==> config.mk <==
export PLATFORM = sky130hd
export DESIGN_NAME = stack_exec
export DESIGN_NICKNAME = d
export VERILOG_FILES = /design/src/rtl/stack_exec.sv
export SDC_FILE = /design/constraint.sdc
export NUM_CORES = 1
export LEC_CHECK = 0
export BUFFER_PORTS_ARGS = -buffer_cell sky130_fd_sc_hd__buf_2
export CAP_MARGIN = 20
export CORE_ASPECT_RATIO = 1.5
export CORE_UTILIZATION = 56
export CTS_CLUSTER_DIAMETER = 120
export DETAILED_ROUTE_END_ITERATION = 10
export MAX_ROUTING_LAYER = met4
export PLACE_DENSITY = 0.81
export SETUP_SLACK_MARGIN = 0.1
export SYNTH_ARGS = -nofsm -noshare
export SYNTH_HDL_FRONTEND = slang
export SYNTH_SLANG_ARGS = --single-unit
export TNS_END_PERCENT = 10
==> constraint.sdc <==
create_clock -name clk_i -period 4.6 [get_ports clk_i]
set_clock_uncertainty 0.2 [all_clocks]
set_input_delay 1.38 -clock clk_i [delete_from_list [all_inputs] [get_ports clk_i]]
set_output_delay 1.38 -clock clk_i [all_outputs]
set_load 0.02 [all_outputs]
==> src/rtl/stack_exec.sv <==
// Execute sequencer for the tiny_cpu data stack: accepts one instruction at a time,
// drives the stack's push/pop/d ports and keeps a shadow depth to catch over/underflow.
module stack_exec #(
    parameter int WIDTH     = 16,
    parameter int DEPTH_MAX = 15
) (
    input  logic             clk_i,
    input  logic             reset_i,
    input  logic             instr_valid_i,
    output logic             instr_ready_o,
    input  logic [3:0]       opcode_i,
    input  logic [WIDTH-1:0] imm_i,
    output logic             stk_push_o,
    output logic             stk_pop_o,
    output logic             stk_load_o,
    output logic [WIDTH-1:0] stk_d_o,
    input  logic [WIDTH-1:0] stk_qtop_i,
    input  logic [WIDTH-1:0] stk_qnext_i,
    output logic             out_valid_o,
    output logic [WIDTH-1:0] out_data_o,
    output logic [3:0]       depth_o,
    output logic             busy_o,
    output logic             err_ovf_o,
    output logic             err_unf_o,
    output logic             err_ill_o
);

    localparam logic [2:0] S_IDLE  = 3'd0;
    localparam logic [2:0] S_POP1  = 3'd1;
    localparam logic [2:0] S_POP2  = 3'd2;
    localparam logic [2:0] S_PUSH1 = 3'd3;
    localparam logic [2:0] S_PUSH2 = 3'd4;
    localparam logic [2:0] S_WAIT  = 3'd5;

    localparam logic [3:0] OP_NOP   = 4'h0;
    localparam logic [3:0] OP_PUSHI = 4'h1;
    localparam logic [3:0] OP_POP   = 4'h2;
    localparam logic [3:0] OP_ADD   = 4'h3;
    localparam logic [3:0] OP_SUB   = 4'h4;
    localparam logic [3:0] OP_AND   = 4'h5;
    localparam logic [3:0] OP_OR    = 4'h6;
    localparam logic [3:0] OP_XOR   = 4'h7;
    localparam logic [3:0] OP_DUP   = 4'h8;
    localparam logic [3:0] OP_SWAP  = 4'h9;
    localparam logic [3:0] OP_OUT   = 4'hA;

    localparam logic [3:0] DMAX = 4'(DEPTH_MAX);

    logic [2:0]       state_q, state_d;
    logic [3:0]       op_q, op_d;
    logic [WIDTH-1:0] r_q, r_d;
    logic [WIDTH-1:0] b_q, b_d;
    logic [3:0]       depth_q, depth_d;
    logic             out_valid_q, out_valid_d;
    logic [WIDTH-1:0] out_data_q, out_data_d;
    logic             err_ovf_q, err_ovf_d;
    logic             err_unf_q, err_unf_d;
    logic             err_ill_q, err_ill_d;

    logic             accept;
    logic             need1, need2, grows, ill;
    logic             unf, ovf, ok;
    logic [WIDTH-1:0] alu;

    assign accept = instr_valid_i && (state_q == S_IDLE);

    always_comb begin
        need1 = 1'b0;
        need2 = 1'b0;
        grows = 1'b0;
        ill   = 1'b0;
        alu   = '0;
        case (opcode_i)
            OP_NOP:   ;
            OP_PUSHI: grows = 1'b1;
            OP_POP:   need1 = 1'b1;
            OP_ADD:   begin need2 = 1'b1; alu = stk_qnext_i + stk_qtop_i; end
            OP_SUB:   begin need2 = 1'b1; alu = stk_qnext_i - stk_qtop_i; end
            OP_AND:   begin need2 = 1'b1; alu = stk_qnext_i & stk_qtop_i; end
            OP_OR:    begin need2 = 1'b1; alu = stk_qnext_i | stk_qtop_i; end
            OP_XOR:   begin need2 = 1'b1; alu = stk_qnext_i ^ stk_qtop_i; end
            OP_DUP:   begin need1 = 1'b1; grows = 1'b1; end
            OP_SWAP:  need2 = 1'b1;
            OP_OUT:   need1 = 1'b1;
            default:  ill = 1'b1;
        endcase
    end

    assign unf = (need1 && depth_q == 4'd0) || (need2 && depth_q < 4'd2);
    assign ovf = grows && (depth_q == DMAX);
    assign ok  = accept && !unf && !ovf && !ill;

    always_comb begin
        state_d     = state_q;
        op_d        = op_q;
        r_d         = r_q;
        b_d         = b_q;
        out_valid_d = 1'b0;
        out_data_d  = out_data_q;
        err_ovf_d   = err_ovf_q | (accept && ovf);
        err_unf_d   = err_unf_q | (accept && unf);
        err_ill_d   = err_ill_q | (accept && ill);
        depth_d     = depth_q + {3'b000, stk_push_o} - {3'b000, stk_pop_o};
        case (state_q)
            S_IDLE: begin
                if (ok) begin
                    op_d = opcode_i;
                    b_d  = stk_qnext_i;
                    case (opcode_i)
                        OP_PUSHI: begin r_d = imm_i;      state_d = S_PUSH1; end
                        OP_DUP:   begin r_d = stk_qtop_i; state_d = S_PUSH1; end
                        OP_POP:   state_d = S_POP1;
                        OP_SWAP:  begin r_d = stk_qtop_i; state_d = S_POP1; end
                        OP_OUT:   begin out_valid_d = 1'b1; out_data_d = stk_qtop_i; end
                        OP_ADD, OP_SUB, OP_AND, OP_OR, OP_XOR: begin
                            r_d     = alu;
                            state_d = S_POP1;
                        end
                        default: ;
                    endcase
                end
            end
            S_POP1:  state_d = (op_q == OP_POP) ? S_WAIT : S_POP2;
            S_POP2:  state_d = S_PUSH1;
            S_PUSH1: state_d = (op_q == OP_SWAP) ? S_PUSH2 : S_WAIT;
            S_PUSH2: state_d = S_WAIT;
            S_WAIT:  state_d = S_IDLE;
            default: state_d = S_IDLE;
        endcase
    end

    always_ff @(posedge clk_i) begin
        if (reset_i) begin
            state_q     <= S_IDLE;
            op_q        <= OP_NOP;
            r_q         <= '0;
            b_q         <= '0;
            depth_q     <= '0;
            out_valid_q <= 1'b0;
            out_data_q  <= '0;
            err_ovf_q   <= 1'b0;
            err_unf_q   <= 1'b0;
            err_ill_q   <= 1'b0;
        end else begin
            state_q     <= state_d;
            op_q        <= op_d;
            r_q         <= r_d;
            b_q         <= b_d;
            depth_q     <= depth_d;
            out_valid_q <= out_valid_d;
            out_data_q  <= out_data_d;
            err_ovf_q   <= err_ovf_d;
            err_unf_q   <= err_unf_d;
            err_ill_q   <= err_ill_d;
        end
    end

    // PUSH1 carries the result (or old top for SWAP), PUSH2 the old second entry
    assign stk_pop_o     = (state_q == S_POP1) || (state_q == S_POP2);
    assign stk_push_o    = (state_q == S_PUSH1) || (state_q == S_PUSH2);
    assign stk_load_o    = 1'b0;
    assign stk_d_o       = (state_q == S_PUSH1) ? r_q :
                           (state_q == S_PUSH2) ? b_q : '0;
    assign instr_ready_o = (state_q == S_IDLE);
    assign busy_o        = !instr_ready_o;
    assign out_valid_o   = out_valid_q;
    assign out_data_o    = out_data_q;
    assign depth_o       = depth_q;
    assign err_ovf_o     = err_ovf_q;
    assign err_unf_o     = err_unf_q;
    assign err_ill_o     = err_ill_q;

endmodule
* Word level (Yosys, flattened, before mapping)
Cells that the tools add are included.
** Storage, ports and cells
- Flip-flop bits (word level) :: 63
- Output and inout port bits :: 45
** Operators by class
- Reductions and logical operators :: 32
- Muxes and demuxes :: 14
- Eq/ne operators :: 19
- Bitwise gates (word level) :: 8
- Add/subtract/negate cells :: 4
- $lt $le $gt $ge :: 1
** Operator list (number)
- one-hot mux 16 bit (5 select lines) :: 1
- one-hot mux 16 bit (3 select lines) :: 1
- 2-to-1 mux 16 bit :: 2
- == test 4 bit (second input constant) :: 5
- adder 16 bit :: 1
- AND 16 bit :: 1
- == test 4 x 3 -> 1 bit (second input constant) :: 4
- bitwise OR 16 bit :: 1
- subtractor 16 bit :: 1
- XOR 16 bit :: 1
- one-hot mux 3 bit (5 select lines) :: 1
- == test 4 x 2 -> 1 bit (second input constant) :: 3
- OR reduction 11 bit :: 1
- logical AND 1 bit :: 10
- logical NOT 4 bit :: 2
- OR reduction 7 bit :: 1
- == test 3 x 2 -> 1 bit (second input constant) :: 2
- 2-to-1 mux 1 bit :: 6
- 2-to-1 mux 3 bit :: 2
- one-hot mux 3 bit (2 select lines) :: 1
- AND reduction 3 bit :: 2
- OR reduction 3 bit :: 2
- OR reduction 6 bit :: 1
- OR reduction 5 bit :: 1
- 16 further kinds :: 25

* Logic depth before layout (Yosys ltp)
- Depth in word-level cells :: 11
- Mapped depth :: 15

* Least setup slack after synthesis
OpenSTA, ideal clock, no wires.
- Path type :: input to register
- Start point :: input stk_qtop_i[4]
- End point :: register r_q[15]
- Path buffers :: 0
- Path slack :: 0.296 ns
- Data arrival time :: 3.974 ns
- Cell stages on the path :: 12
- Library setup time :: 0.130 ns
- Path through :: or4_1 > nor2_1 > nand2_1 > o31ai_1 > xnor2_1 > ha_1 > a21oi_1 > o21ai_0 > o311a_1 > a311oi_1 > xnor2_1 > a21oi_1
** On the way
- Word-level cells in the longest chain between the ends :: 3
- Elaborated cells between the ends (all ways) :: 4
** RTL lines
- from (decl) :: line 17 : input logic [WIDTH-1:0] stk_qtop_i,
- subtractor 16 bit or adder 16 bit (tied branches) :: line 78, 77
- one-hot mux 16 bit (5 select lines) (*) :: line 73 : case (opcode_i)
- one-hot mux 16 bit (3 select lines) (*) :: line 109 : case (opcode_i)
- to (signal assigned) :: line 147 : r_q <= r_d;
- to (decl) :: line 51 : logic [WIDTH-1:0] r_q, r_d;
Mark *: on every way between the ends. The rest lies on a longest branch, timed or not.
A chain may end at the register's enable or synchronous reset.

* Final worst setup path
Ends and elaborated chain as after synthesis.

==> results.py <==
metrics = {
    "grt": {
        "gr-usage-met3_pct": 5.39,
        "grt_pass1_wl_um": 22200,
        "use_met1_pct": 36.7,
        "globalRouteMet2Util_pct": 55.5,
        "gr-total-overflow": 0,
        "grt_antenna_before_repair": 0,
        "grt_pass1_vias": 4620,
        "grt_usage_pct": 32.7,
        "top_usage_layer": "met2",
        "grt_max_degree": 63,
    },
    "hold_path": {
        "worstHoldStart": "err_ovf_o",
        "hold_depth": 2,
        "holdCritPathClass": "flip-flop to flip-flop",
        "hold_path_end": "err_ovf_o",
    },
    "clock_tree": {
        "clockRootBuffer": "clkbuf_16",
        "cts.path.max_buffers": 2,
        "cts_hold_buf": 0,
        "postCtsSetupBuffers": 0,
        "clk_pin_slew_ns": 0.06,
        "cts_buffers": 9,
        "clock_latency_ns": 0.34,
        "cts_sinks": 63,
        "h-tree-depth": 3,
        "cts_resized": 0,
        "cts_tree": "yes",
    },
    "layout": {
        "fin_nets": 821,
        "final_common_cell": "buf_2",
        "final_area_mm2": 0.00589,
        "final_cell_mix": "buf_2, nor2_1, dfxtp_1, ha_1, inv_1",
        "layout-drive-gt1-share_pct": 20.8,
        "antennaDiodeCount": 0,
        "final_core_util_pct": 70.0,
        "synthToLayoutAreaGrowth_pct": 20.9,
    },
    "die": {
        "die_w_um": 78.2,
        "die_h_um": 116,
        "die_area_mm2": 0.00908,
        "num_rows": 41,
        "io-pin-count": 100,
        "core_mm2": 0.00841,
        "start_util_pct": 57.9,
    },
    "sta": {
        "hold_viol": 0,
        "worst_slew_pin_slew_ns": 0.764,
        "setup_viol": 0,
        "drv_slew": 0,
        "fin_crit_ns": 4.17,
        "relSlewSlack_pct": 48.7,
        "fin_crit_sh_pct": 90.6,
        "rsz0062_at_grt": "no",
        "tns_ns": 0,
        "fmax_mhz": 240,
    },
    "synth": {
        "synth-seq-cells": 63,
        "yosysWarnings": 0,
        "netlist-cell-type-count": 62,
        "syn_avg_cell_area_um2": 8.04,
        "synthArstFlopShare_pct": 0,
        "synth-main-ff-cell": "dfxtp_1",
        "syn-num-nets": 717,
        "syn_area_mm2": 0.00487,
        "synth_cells": 606,
        "seq_area_frac_synth_pct": 25.9,
        "synth_enable_flop_cells": 0,
    },
    "worst_setup_path": {
        "r2r_slack_ns": 1.91,
        "reg2reg_depth": 8,
        "crit_type": "input pin to flip-flop",
        "slowest_stage": "or4_1",
        "crit_arrival_ns": 4.18,
        "cp-start-kind": "input pin",
        "cp.required_ns": 4.61,
        "crit_path_max_fanout": 6,
        "cp_cell_sequence": "buf_2 > or4_1 > nor2_1 > nand2_1 > o31ai_1 > xnor2_1 > ha_1 > a21oi_1 > o21ai_0 > o311a_1 > a311oi_1 > xnor2_1 > a21oi_1",
        "r2r-end": "state_q[1]",
        "worst_setup_path_end_kind": "flip-flop",
        "cp_slowest_stage_delay_ns": 0.56,
        "reg2reg_from": "state_q[1]",
    },
    "pwr": {
        "power_mw": 2.26,
        "power.leakage_nw": 2.72,
        "power_density_mw_per_mm2": 384,
        "ir_drop_v": 0.000287,
    },
    "route": {
        "routed_wl_um": 14000,
        "wire_per_inst_um": 17.0,
        "drt_pass1_iterations": 5,
        "vias_per_cell": 5.97,
        "ant_nets": 0,
        "drc": 0,
        "vias": 4906,
        "drt_iter0_drc": 276,
    },
    "place": {
        "io_buffers": 98,
        "place.detailed.hpwl_um": 10500,
        "placed_area_mm2": 0.00555,
        "gp_congestion": 0.962,
    },
    "job": {
        "maxCapViolCount": 0,
    },
    "run_status": {
        "outcome": "completed",
    },
}
[report_power, final]
group | internal [mW] | switching, mW
Clock | 0.464 | 0.258
Sequential | 0.634 | 0.0695
Combinational | 0.357 | 0.481
Total | 1.46 | 0.808
[how the worst max path moves through the flow]
stage | start | endpoint | slack, ns
floorplan | stk_qtop_i[4] | r_q[15] | 0.30
global placement | stk_qtop_i[4] | r_q[15] | 0.15
detailed placement | stk_qtop_i[4] | r_q[15] | 0.11
CTS | stk_qtop_i[4] | r_q[15] | 0.42
global route | stk_qtop_i[4] | r_q[15] | 0.11
finish | stk_qtop_i[4] | r_q[15] | 0.43
[metrics by stage]
stage	cells	hold WS, ns	setup slack (ns)
floorplan	606	0.261	0.296
global placement	805	0.246	0.151
detailed placement	805	0.256	0.112
CTS	821	0.269	0.416
global route	822	0.288	0.107
finish	822	0.270	0.434
[synth_stat cells (all sizes together) (4+ instances only)]
master | count | share of area, %
a211oi | 12 | 2.0
clkbuf | 20 | 1.5
nand3 | 13 | 1.3
dfxtp | 63 | 26
nand2b | 4 | 0.51
and2 | 4 | 0.51
inv | 48 | 3.7
a31oi | 4 | 0.51
xnor2 | 24 | 4.3
nand2 | 30 | 2.4
nor3 | 7 | 0.95
ha | 54 | 14
a311oi | 10 | 1.8
a22o | 16 | 2.9
a21oi | 33 | 3.4
nor2 | 97 | 7.5
o21ai | 30 | 3.1
a221o | 4 | 0.82
a22oi | 7 | 1.1
a221oi | 8 | 1.4
nor2b | 8 | 1.0
buf | 15 | 2.1
a21o | 6 | 0.92
o31ai | 6 | 0.92
mux2i | 36 | 7.4
or3 | 4 | 0.51
[critical path, delay by kind of cell]
kind / cells / cell delay, ns
XOR/XNOR: 2 / 0.31
buffers and inverters: 1 / 0.14
AO/OA/AOI/OAI: 6 / 1.28
adder cells (fa/ha/maj): 1 / 0.27
AND/OR/NAND/NOR: 3 / 0.80
[layout make-up]
class | instances | area (um^2)
Timing Repair Buffer | 128 | 748
Inverter | 48 | 180
Fill cell | 704 | 2520
Tap cell | 107 | 134
Clock inverter | 2 | 37.5
Multi-Input combinational cell | 460 | 3260
Clock buffer | 14 | 274
Sequential cell | 63 | 1260
[logic make-up after synthesis]
logic type	after synthesis	synth area share, %
flops	63	25.9
xor+xnor	27	4.85
compound gates	158	22.7
other cells	1	0.0770
simple gates	180	16.6
mux	38	7.86
buf+inv	83	7.37
fa+ha+maj	56	14.7
[metal layers]
| metal | up-vias | part of all wire, % | routed length, um |
|---|---|---|---|
| met5 | - | 0 | 0 |
| met1 | 2300 | 41 | 5690 |
| met4 | 0 | 3.4 | 480 |
| met3 | 46 | 6.1 | 854 |
| li1 | 2360 | - | - |
| met2 | 200 | 50 | 6970 |
[sequential cells by signal, summed over array words and instances, names as in the netlist]
name,cells
r_q,16
out_valid_o,1
op_q,4
out_data_o,16
err_ovf_o,1
b_q,16
state_q,3
err_ill_o,1
err_unf_o,1
depth_o,4
Note: power is estimated with default switching activity, not from simulation.
